==> config.mk <==
export PLATFORM = sky130hd
export DESIGN_NAME = mem_access_ctrl
export DESIGN_NICKNAME = d
export VERILOG_FILES = /design/src/rtl/mem_access_ctrl.sv
export SDC_FILE = /design/constraint.sdc
export NUM_CORES = 1
export LEC_CHECK = 0
export ABC_AREA = 1
export BUFFER_PORTS_ARGS = -buffer_cell sky130_fd_sc_hd__buf_4
export CORE_ASPECT_RATIO = 0.9
export CORE_MARGIN = 1
export CORE_UTILIZATION = 35
export CTS_BUF_LIST = sky130_fd_sc_hd__clkbuf_8
export DETAILED_ROUTE_END_ITERATION = 8
export PLACE_DENSITY = 0.67
export SLEW_MARGIN = 40
export SYNTH_ARGS = -nofsm -noshare
export SYNTH_HDL_FRONTEND = slang
export SYNTH_SLANG_ARGS = --single-unit
==> constraint.sdc <==
create_clock -name CLOCK -period 1.1 [get_ports CLOCK]
set_input_delay 0.055 -clock CLOCK [delete_from_list [all_inputs] [get_ports CLOCK]]
set_output_delay 0.055 -clock CLOCK [all_outputs]
set_load 0.1 [all_outputs]
==> src/rtl/mem_access_ctrl.sv <==
// MEM-stage data-memory access controller: accepts load/store commands, runs a req/ack handshake with data memory,
// and returns load data with a one-cycle valid. Optional REQ timeout is enabled by defining MEM_ACC_TIMEOUT_EN.
module mem_access_ctrl #(
    parameter int                DATA_W         = 32,
    parameter int                ADDR_W         = 32,
    parameter int                TIMEOUT_CYCLES = 16,
    parameter logic [DATA_W-1:0] ERR_DATA       = 32'hDEADBEEF
) (
    input  logic              CLOCK,
    input  logic              RESET,
    input  logic              enable_mem,
    input  logic [2:0]        opselect,
    input  logic [ADDR_W-1:0] mem_addr_in,
    input  logic [DATA_W-1:0] mem_wdata_in,
    output logic              dmem_req,
    output logic              dmem_we,
    output logic [ADDR_W-1:0] dmem_addr,
    output logic [DATA_W-1:0] dmem_wdata,
    input  logic [DATA_W-1:0] dmem_rdata,
    input  logic              dmem_ack,
    output logic [DATA_W-1:0] mem_data_read_in,
    output logic              control_out,
    output logic              busy,
    output logic              err,
    output logic [1:0]        o_dbg_state
);

    typedef enum logic [1:0] {
        S_IDLE = 2'd0,
        S_REQ  = 2'd1,
        S_DONE = 2'd2
    } state_t;

    localparam logic [2:0] OP_READ  = 3'b101;
    localparam logic [2:0] OP_WRITE = 3'b100;

    state_t            r_state;
    state_t            w_next;
    logic              r_we;
    logic [ADDR_W-1:0] r_addr;
    logic [DATA_W-1:0] r_wdata;
    logic [DATA_W-1:0] r_rdata;
    logic              r_ctrl;
    logic              r_err;

    logic w_is_op;
    logic w_accept;
    logic w_aligned;
    logic w_timeout;

    assign w_is_op   = (opselect == OP_READ) || (opselect == OP_WRITE);
    assign w_accept  = (r_state != S_REQ) && enable_mem && w_is_op;
    assign w_aligned = (mem_addr_in[1:0] == 2'b00);

`ifdef MEM_ACC_TIMEOUT_EN
    localparam int CNT_W = $clog2(TIMEOUT_CYCLES + 1);
    logic [CNT_W-1:0] r_cnt;

    // The limit is reached on the edge that would bring the wait count up to TIMEOUT_CYCLES; an ack on that edge wins.
    assign w_timeout = (r_state == S_REQ) && !dmem_ack && (r_cnt == CNT_W'(TIMEOUT_CYCLES - 1));

    always_ff @(posedge CLOCK) begin
        if (!RESET) begin
            r_cnt <= '0;
        end else if (w_accept && w_aligned) begin
            r_cnt <= '0;
        end else if ((r_state == S_REQ) && !dmem_ack) begin
            r_cnt <= r_cnt + CNT_W'(1);
        end
    end
`else
    logic w_unused_cfg;
    assign w_unused_cfg = ^{ERR_DATA, 32'(TIMEOUT_CYCLES)};
    assign w_timeout    = 1'b0;
`endif

    always_ff @(posedge CLOCK) begin
        if (!RESET) begin
            r_state <= S_IDLE;
        end else begin
            r_state <= w_next;
        end
    end

    always_comb begin
        w_next = r_state;
        case (r_state)
            S_IDLE, S_DONE: w_next = (w_accept && w_aligned) ? S_REQ : S_IDLE;
            S_REQ:          w_next = (dmem_ack || w_timeout) ? S_DONE : S_REQ;
            default:        w_next = S_IDLE;
        endcase
    end

    // Handshake: dmem_req rises the cycle after accept and stays high with we/addr/wdata frozen until the
    // edge that samples dmem_ack=1; dmem_ack seen in any other state is ignored.
    always_comb begin
        dmem_req = 1'b0;
        busy     = 1'b0;
        if (r_state == S_REQ) begin
            dmem_req = 1'b1;
            busy     = 1'b1;
        end
    end

    always_ff @(posedge CLOCK) begin
        if (!RESET) begin
            r_we    <= 1'b0;
            r_addr  <= '0;
            r_wdata <= '0;
            r_rdata <= '0;
            r_ctrl  <= 1'b0;
            r_err   <= 1'b0;
        end else begin
            r_ctrl <= 1'b0;
            r_err  <= 1'b0;
            if (w_accept) begin
                if (w_aligned) begin
                    r_we    <= (opselect == OP_WRITE);
                    r_addr  <= mem_addr_in;
                    r_wdata <= mem_wdata_in;
                end else begin
                    r_err <= 1'b1;
                end
            end
            if (r_state == S_REQ) begin
                if (dmem_ack) begin
                    if (!r_we) begin
                        r_rdata <= dmem_rdata;
                        r_ctrl  <= 1'b1;
                    end
                end else if (w_timeout) begin
                    r_err <= 1'b1;
`ifdef MEM_ACC_TIMEOUT_EN
                    if (!r_we) begin
                        r_rdata <= ERR_DATA;
                    end
`endif
                end
            end
        end
    end

    assign dmem_we          = r_we;
    assign dmem_addr        = r_addr;
    assign dmem_wdata       = r_wdata;
    assign mem_data_read_in = r_rdata;
    assign control_out      = r_ctrl;
    assign err              = r_err;
    assign o_dbg_state      = r_state;

endmodule
==> results of run 1 <==
[metrics by stage]
stage,power [mW],setup TNS [ns]
2_1_floorplan,4.685,-32.69
3_3_place_gp,5.172,-7.866
3_5_place_dp,5.194,-10.13
4_1_cts,7.813,-18.73
5_1_grt,8.246,-25.09
6_report,7.934,-17.88
[Yosys cell counts]
| cell | number | area (µm²) |
|---|---|---|
| a21oi_1 | 96 | 480.5 |
| buf_1 | 6 | 22.52 |
| buf_2 | 24 | 120.1 |
| buf_4 | 4 | 30.03 |
| buf_6 | 1 | 11.26 |
| clkbuf_1 | 14 | 52.55 |
| dfxtp_1 | 101 | 2022 |
| inv_1 | 64 | 240.2 |
| inv_2 | 2 | 7.510 |
| nand2_1 | 100 | 375.4 |
| nand3_1 | 97 | 485.5 |
| nor2_1 | 68 | 255.2 |
| nor2_2 | 1 | 6.260 |
| nor2_4 | 1 | 11.26 |
| nor4_1 | 2 | 12.51 |
[repair_timing]
item,in CTS,in global routing
endpoints found under the setup margin,192,142
hold endpoints to repair,93,0
hold buffers,92,0
resized for setup,126,127
setup buffers,9,3
cloned,3,7
pin swaps,5,14
[flip-flops by register name, indices dropped and copies added (netlist names)]
register          flops
dmem_addr            32
dmem_wdata           32
mem_data_read_in     32
o_dbg_state           2
control_out           1
dmem_we               1
err                   1
[metal layers]
layer | share of wire, % | GRT usage, %
met5 | 0 | 0
met4 | 5.3 | 15.73
met3 | 5.8 | 7.135
met2 | 53 | 43.87
met1 | 36 | 24.90
[power by group through the flow]
stage	clock network, mW	logic, mW	registers (mW)
after floorplan	0	0.443	4.24
after global placement	0	1.35	3.83
after detailed placement	0	1.37	3.83
after CTS	2.33	1.73	3.75
after global routing	2.45	2.02	3.78
final	2.25	1.92	3.77
[worst max-delay path by stage]
| stage | cells past startpoint | end |
|---|---|---|
| final | 9 | dmem_addr[22]$_SDFFE_PN0P_ |
| after floorplan | 6 | mem_data_read_in[10]$_SDFFE_PN0P_ |
| after CTS | 5 | dmem_req |
| after global routing | 7 | mem_data_read_in[28]$_SDFFE_PN0P_ |
| after detailed placement | 7 | mem_data_read_in[29]$_SDFFE_PN0P_ |
| after global placement | 8 | dmem_we$_SDFFE_PN0P_ |
[layout make-up]
class	count	area (µm²)
fill	772	2938
multi-input combinational	365	2002
tap	156	195.2
sequential	101	2047
timing repair buffer	341	3866
inverter	66	250.2
clock inverter	7	58.81
clock buffer	9	123.9
[kinds of logic (layout without fill, tap and decap cells)]
kind of cell           after synthesis  count (layout)  synth area share, %
buffers and inverters              115             423                11.72
DFF                                101             101                48.93
and+or+nand+nor                    269             269                27.73
AOI/OAI and AO/OA                   96              96                11.63
[tightest hold or removal path: stages]
cell	delay [ns]
buf_4	0.09
inv_1	0.04
nand3_2	0.06
nand2_1	0.04
nor2_1	0.07
==> results_dict.tcl, run 1 <==
set metrics [dict create \
    outcome "complete, but fails checks" \
    failed_checks "negative setup slack" \
    cp-start-kind "flop" \
    slowest_stage "dfxtp_4" \
    rsz0062_at_grt "true" \
    grt_pass1_wl_um 23600 \
    grt.total_usage_pct 24.72 \
    layout_commonest_cell "buf_4" \
    gp_congestion 0.7682 \
    clock-root-buffer "clkbuf_8" \
    intPower_mw 5.439 \
    fin_skew_ns 0.008497 \
    clock.fmax_ghz 0.7417 \
    dp_hpwl_um 8403 \
    maxCapViolCount 0 \
    fin_ws_ns -0.2482 \
    clockBufferDepth 2 \
    rr_endpoint "dmem_addr[22]$_SDFFE_PN0P_" \
    worstRegToRegCells 9 \
    hold_viol 0 \
    worstPathCellList "inv_4 -> nor2_4 -> buf_6 -> nor2_4 -> buf_6 -> clkbuf_16 -> nand3_1 -> nand2_1 -> nor2_1" \
    final_core_util_pct 74.41 \
    finalNonFillerCells 1045 \
    start_util_pct 36.00 \
    cts_buffers 9 \
    arrival_ns 1.63 \
    finalWirelength_um 17110 \
    crit_fanout 16 \
    placedCellCount 918 \
    worstMarginPinSlew_ns 0.3846 \
    dr.pass1.iters 7 \
    antenna_found_initial 0 \
    cp_top_family "buffers and inverters" \
    leakage_nw 3.726 \
    min_path_type "in -> reg" \
    antennaDiodeCount 0 \
    stdcell_area_mm2 0.008543 \
    clk_latency_ns 0.39 \
    ys_types 15 \
    overflow 0 \
    dpl_worst_slack_ns -0.1256 \
    r2r-start "o_dbg_state[0]$_SDFF_PN0_" \
    hold_depth 5 \
    r2r_slack_ns -0.25 \
    grt_pass1_vias 5039 \
    finalSetupViolations 102 \
    slew_violations 0 \
    io_pins 206 \
    finalCritPeriodShare_pct 122.6 \
    die_w_um 116.5 \
    rows 37 \
    htreeDepth 3 \
    sw_frac_of_total_pct 31.45 \
    dr_total_vias 5153 \
    syn_area_mm2 0.004133 \
    ys_seq_area_share_pct 48.93 \
    hold_ws_ns 0.01704 \
    area_growth_pct 106.7 \
    clkTransAtPathRegs_ns 0.10 \
    fin_crit_ns 1.348 \
    syn-num-nets 684 \
    synth-seq-cells 101 \
    holdCritStartpoint "mem_wdata_in[27]" \
    cts_tree "yes" \
    end_kind "flop" \
    ant_nets 0 \
    io_buffers 205 \
    finish.net_count 987 \
    cts_sinks 101 \
    most-common-layout-cells "buf_4 (116), nand2_1 (94), dlygate4sd3_1 (92)" \
    relSlewSlack_pct 74.36 \
    syn_area_per_cell_um2 7.113 \
    core_mm2 0.01148 \
    whs_endpoint "dmem_wdata[27]$_SDFFE_PN0P_" \
    wl_per_cell_um 16.37 \
    max_stage_delay_ns 0.36 \
    synth_warnings 0 \
    cp.required_ns 1.38 \
    path_buf_inv 4 \
    netlist_instances 581 \
    worstSetupStartpoint "o_dbg_state[0]$_SDFF_PN0_" \
    dr.first_iter.drc_count 289 \
    powerDensity_mw_per_mm2 928.6 \
    dieArea_mm2 0.01225 \
    vias_per_cell 4.931 \
    place_area_mm2 0.006133 \
    pwr-share-clk_pct 28.3 \
    die_h_um 105.1 \
    peakVddDrop_v 0.0006774 \
    drive_gt1_share_pct 41.06 \
    grt_max_degree 36 \
    comb_power_share_pct 24.1 \
    p_switching_mw 2.495 \
    drc 0 \
    path_class "reg -> reg" \
    seqPwrFrac_pct 47.5 \
]
No activity file was read; power rests on OpenSTA's default activity.
==> run 2: changes to the inputs <==
- SETUP_SLACK_MARGIN: not set -> 0.02
==> run 2 against run 1 <==
The flow still finishes with violations (negative setup slack). Final cell count up 0.67%. Clock skew fell by 0.0030 ns. Wire length increased by 7.3%. Clock-buffer cell count unchanged. Worst hold slack improved by 0.0096 ns. Design area is 5.5% higher. Sequential cell count stayed put. Highest routed layer unchanged.
==> results_dict.tcl, run 2 (synthesized netlist as in run 1, its figures left out) <==
set metrics [dict create \
    outcome "complete, but fails checks" \
    failed_checks "negative setup slack" \
    multi_input_area_mm2 0.001976 \
    drc 0 \
    cp-start-kind "flop" \
    sw_frac_of_total_pct 31.45 \
    most-common-layout-cells "buf_4 (116), nand2_1 (98), dlygate4sd3_1 (92)" \
    whs_endpoint "dmem_wdata[26]$_SDFFE_PN0P_" \
    grt.total_usage_pct 25.41 \
    fill_cells 704 \
    rsz0062_at_grt "true" \
    p_switching_mw 2.516 \
    crit_fanout 7 \
    htreeDepth 3 \
    seqPwrFrac_pct 47.3 \
    peakVddDrop_v 0.0006820 \
    hold_viol 0 \
    drive_gt1_share_pct 44.97 \
    cts_sinks 101 \
    leakage_nw 3.878 \
    hold_depth 5 \
    worstPathCellList "inv_4 -> nor2_4 -> buf_6 -> nor2_4 -> buf_6 -> bufbuf_16 -> nand3_1 -> nand2_1 -> nor2_1" \
    cp.required_ns 1.39 \
    io_pins 206 \
    dp_hpwl_um 8403 \
    wl_per_cell_um 17.45 \
    end_kind "flop" \
    cp_top_family "buffers and inverters" \
    dr.pass1.iters 5 \
    clock-root-buffer "clkbuf_8" \
    comb_power_share_pct 24.6 \
    worstSetupStartpoint "o_dbg_state[0]$_SDFF_PN0_" \
    worstRegToRegCells 9 \
    worstMarginPinSlew_ns 0.4090 \
    finalWirelength_um 18350 \
    area_growth_pct 118.1 \
    min_path_type "in -> reg" \
    cts_tree "yes" \
    intPower_mw 5.486 \
    hold_ws_ns 0.02663 \
    clkTransAtPathRegs_ns 0.10 \
    rr_endpoint "dmem_addr[6]$_SDFFE_PN0P_" \
    fin_crit_ns 1.430 \
    path_class "reg -> reg" \
    slowest_stage "dfxtp_4" \
    ant_nets 0 \
    maxCapViolCount 0 \
    dpl_worst_slack_ns -0.1256 \
    regArea_mm2 0.002102 \
    relSlewSlack_pct 72.74 \
    grt_pass1_wl_um 24160 \
    overflow 0 \
    finalCritPeriodShare_pct 130.0 \
    r2r_slack_ns -0.33 \
    finish.net_count 992 \
    p_total_mw 8.002 \
    die_h_um 105.1 \
    die_w_um 116.5 \
    vias_per_cell 5.017 \
    fin_skew_ns 0.005489 \
    layout_commonest_cell "buf_4" \
    fin_ws_ns -0.3301 \
    max_stage_delay_ns 0.36 \
    arrival_ns 1.72 \
    clockBufferDepth 2 \
    final_core_util_pct 78.50 \
    cts_buffers 9 \
    powerDensity_mw_per_mm2 887.9 \
    dr.first_iter.drc_count 355 \
    grt_pass1_vias 5105 \
    pwr-share-clk_pct 28.2 \
    io_buffers 205 \
    holdCritStartpoint "mem_wdata_in[26]" \
    clock.fmax_ghz 0.6992 \
    dieArea_mm2 0.01225 \
    gp_congestion 0.7682 \
    clk_latency_ns 0.39 \
    rows 37 \
    dr_total_vias 5278 \
    antenna_found_initial 2 \
    finalSetupViolations 104 \
    path_buf_inv 4 \
    grt_max_degree 36 \
    start_util_pct 36.00 \
    tns_ns -21.80 \
    core_mm2 0.01148 \
    slew_violations 0 \
    r2r-start "o_dbg_state[0]$_SDFF_PN0_" \
]
-- run 2: layer usage --
layer | vias to the layer above | wire (µm) | track usage, %
met4 | 0 | 1061 | 16.55
met5 | - | 0 | 0
li1 | 2466 | - | -
met3 | 92 | 1100 | 7.367
met2 | 261 | 9628 | 44.72
met1 | 2459 | 6562 | 25.76
-- run 2: timing repair --
action / in CTS / in global routing
pin swaps: 5 / 5
gates resized for setup: 184 / 197
buffers inserted: 9 / 5
endpoints found under the setup margin: 200 / 180
hold endpoints to repair: 93 / 0
gates cloned: 3 / 8
hold buffers: 92 / 0
-- run 2: stage by stage --
| step | instances | instance area [µm²] |
|---|---|---|
| 2_1_floorplan | 581 | 4369 |
| 3_3_place_gp | 918 | 6133 |
| 3_5_place_dp | 918 | 6133 |
| 4_1_cts | 1038 | 8085 |
| 5_1_grt | 1052 | 9012 |
| 6_report | 1052 | 9012 |
-- run 2: how the worst max path moves through the flow --
| stage | end | slack, ns | cells past startpoint |
|---|---|---|---|
| 2_1_floorplan | mem_data_read_in[10]$_SDFFE_PN0P_ | -0.34 | 6 |
| 3_3_place_gp | dmem_we$_SDFFE_PN0P_ | -0.1 | 8 |
| 3_5_place_dp | mem_data_read_in[29]$_SDFFE_PN0P_ | -0.13 | 7 |
| 4_1_cts | dmem_req | -0.24 | 5 |
| 5_1_grt | dmem_addr[6]$_SDFFE_PN0P_ | -0.37 | 9 |
| 6_report | dmem_addr[6]$_SDFFE_PN0P_ | -0.33 | 9 |
-- run 2: power groups by stage --
stage / combinational (mW) / clock, mW / sequential (mW)
2_1_floorplan: 0.443 / 0 / 4.24
3_3_place_gp: 1.35 / 0 / 3.83
3_5_place_dp: 1.37 / 0 / 3.83
4_1_cts: 1.76 / 2.33 / 3.76
5_1_grt: 2.06 / 2.45 / 3.79
6_report: 1.96 / 2.26 / 3.78
-- run 2: layout make-up --
| cell class | count | area share [%] |
|---|---|---|
| Timing Repair Buffer | 346 | 47.73 |
| Sequential cell | 101 | 23.32 |
| Multi-Input combinational cell | 365 | 21.92 |
| Inverter | 66 | 2.777 |
| Tap cell | 156 | 2.166 |
| Clock buffer | 9 | 1.374 |
| Clock inverter | 7 | 0.6525 |
| Antenna cell | 2 | 0.05553 |
-- run 2: worst min-delay path, stage by stage --
cell and delay (ns):
buf_4 0.08, inv_1 0.03, nand3_1 0.07, nand2_1 0.06
nor2_1 0.08
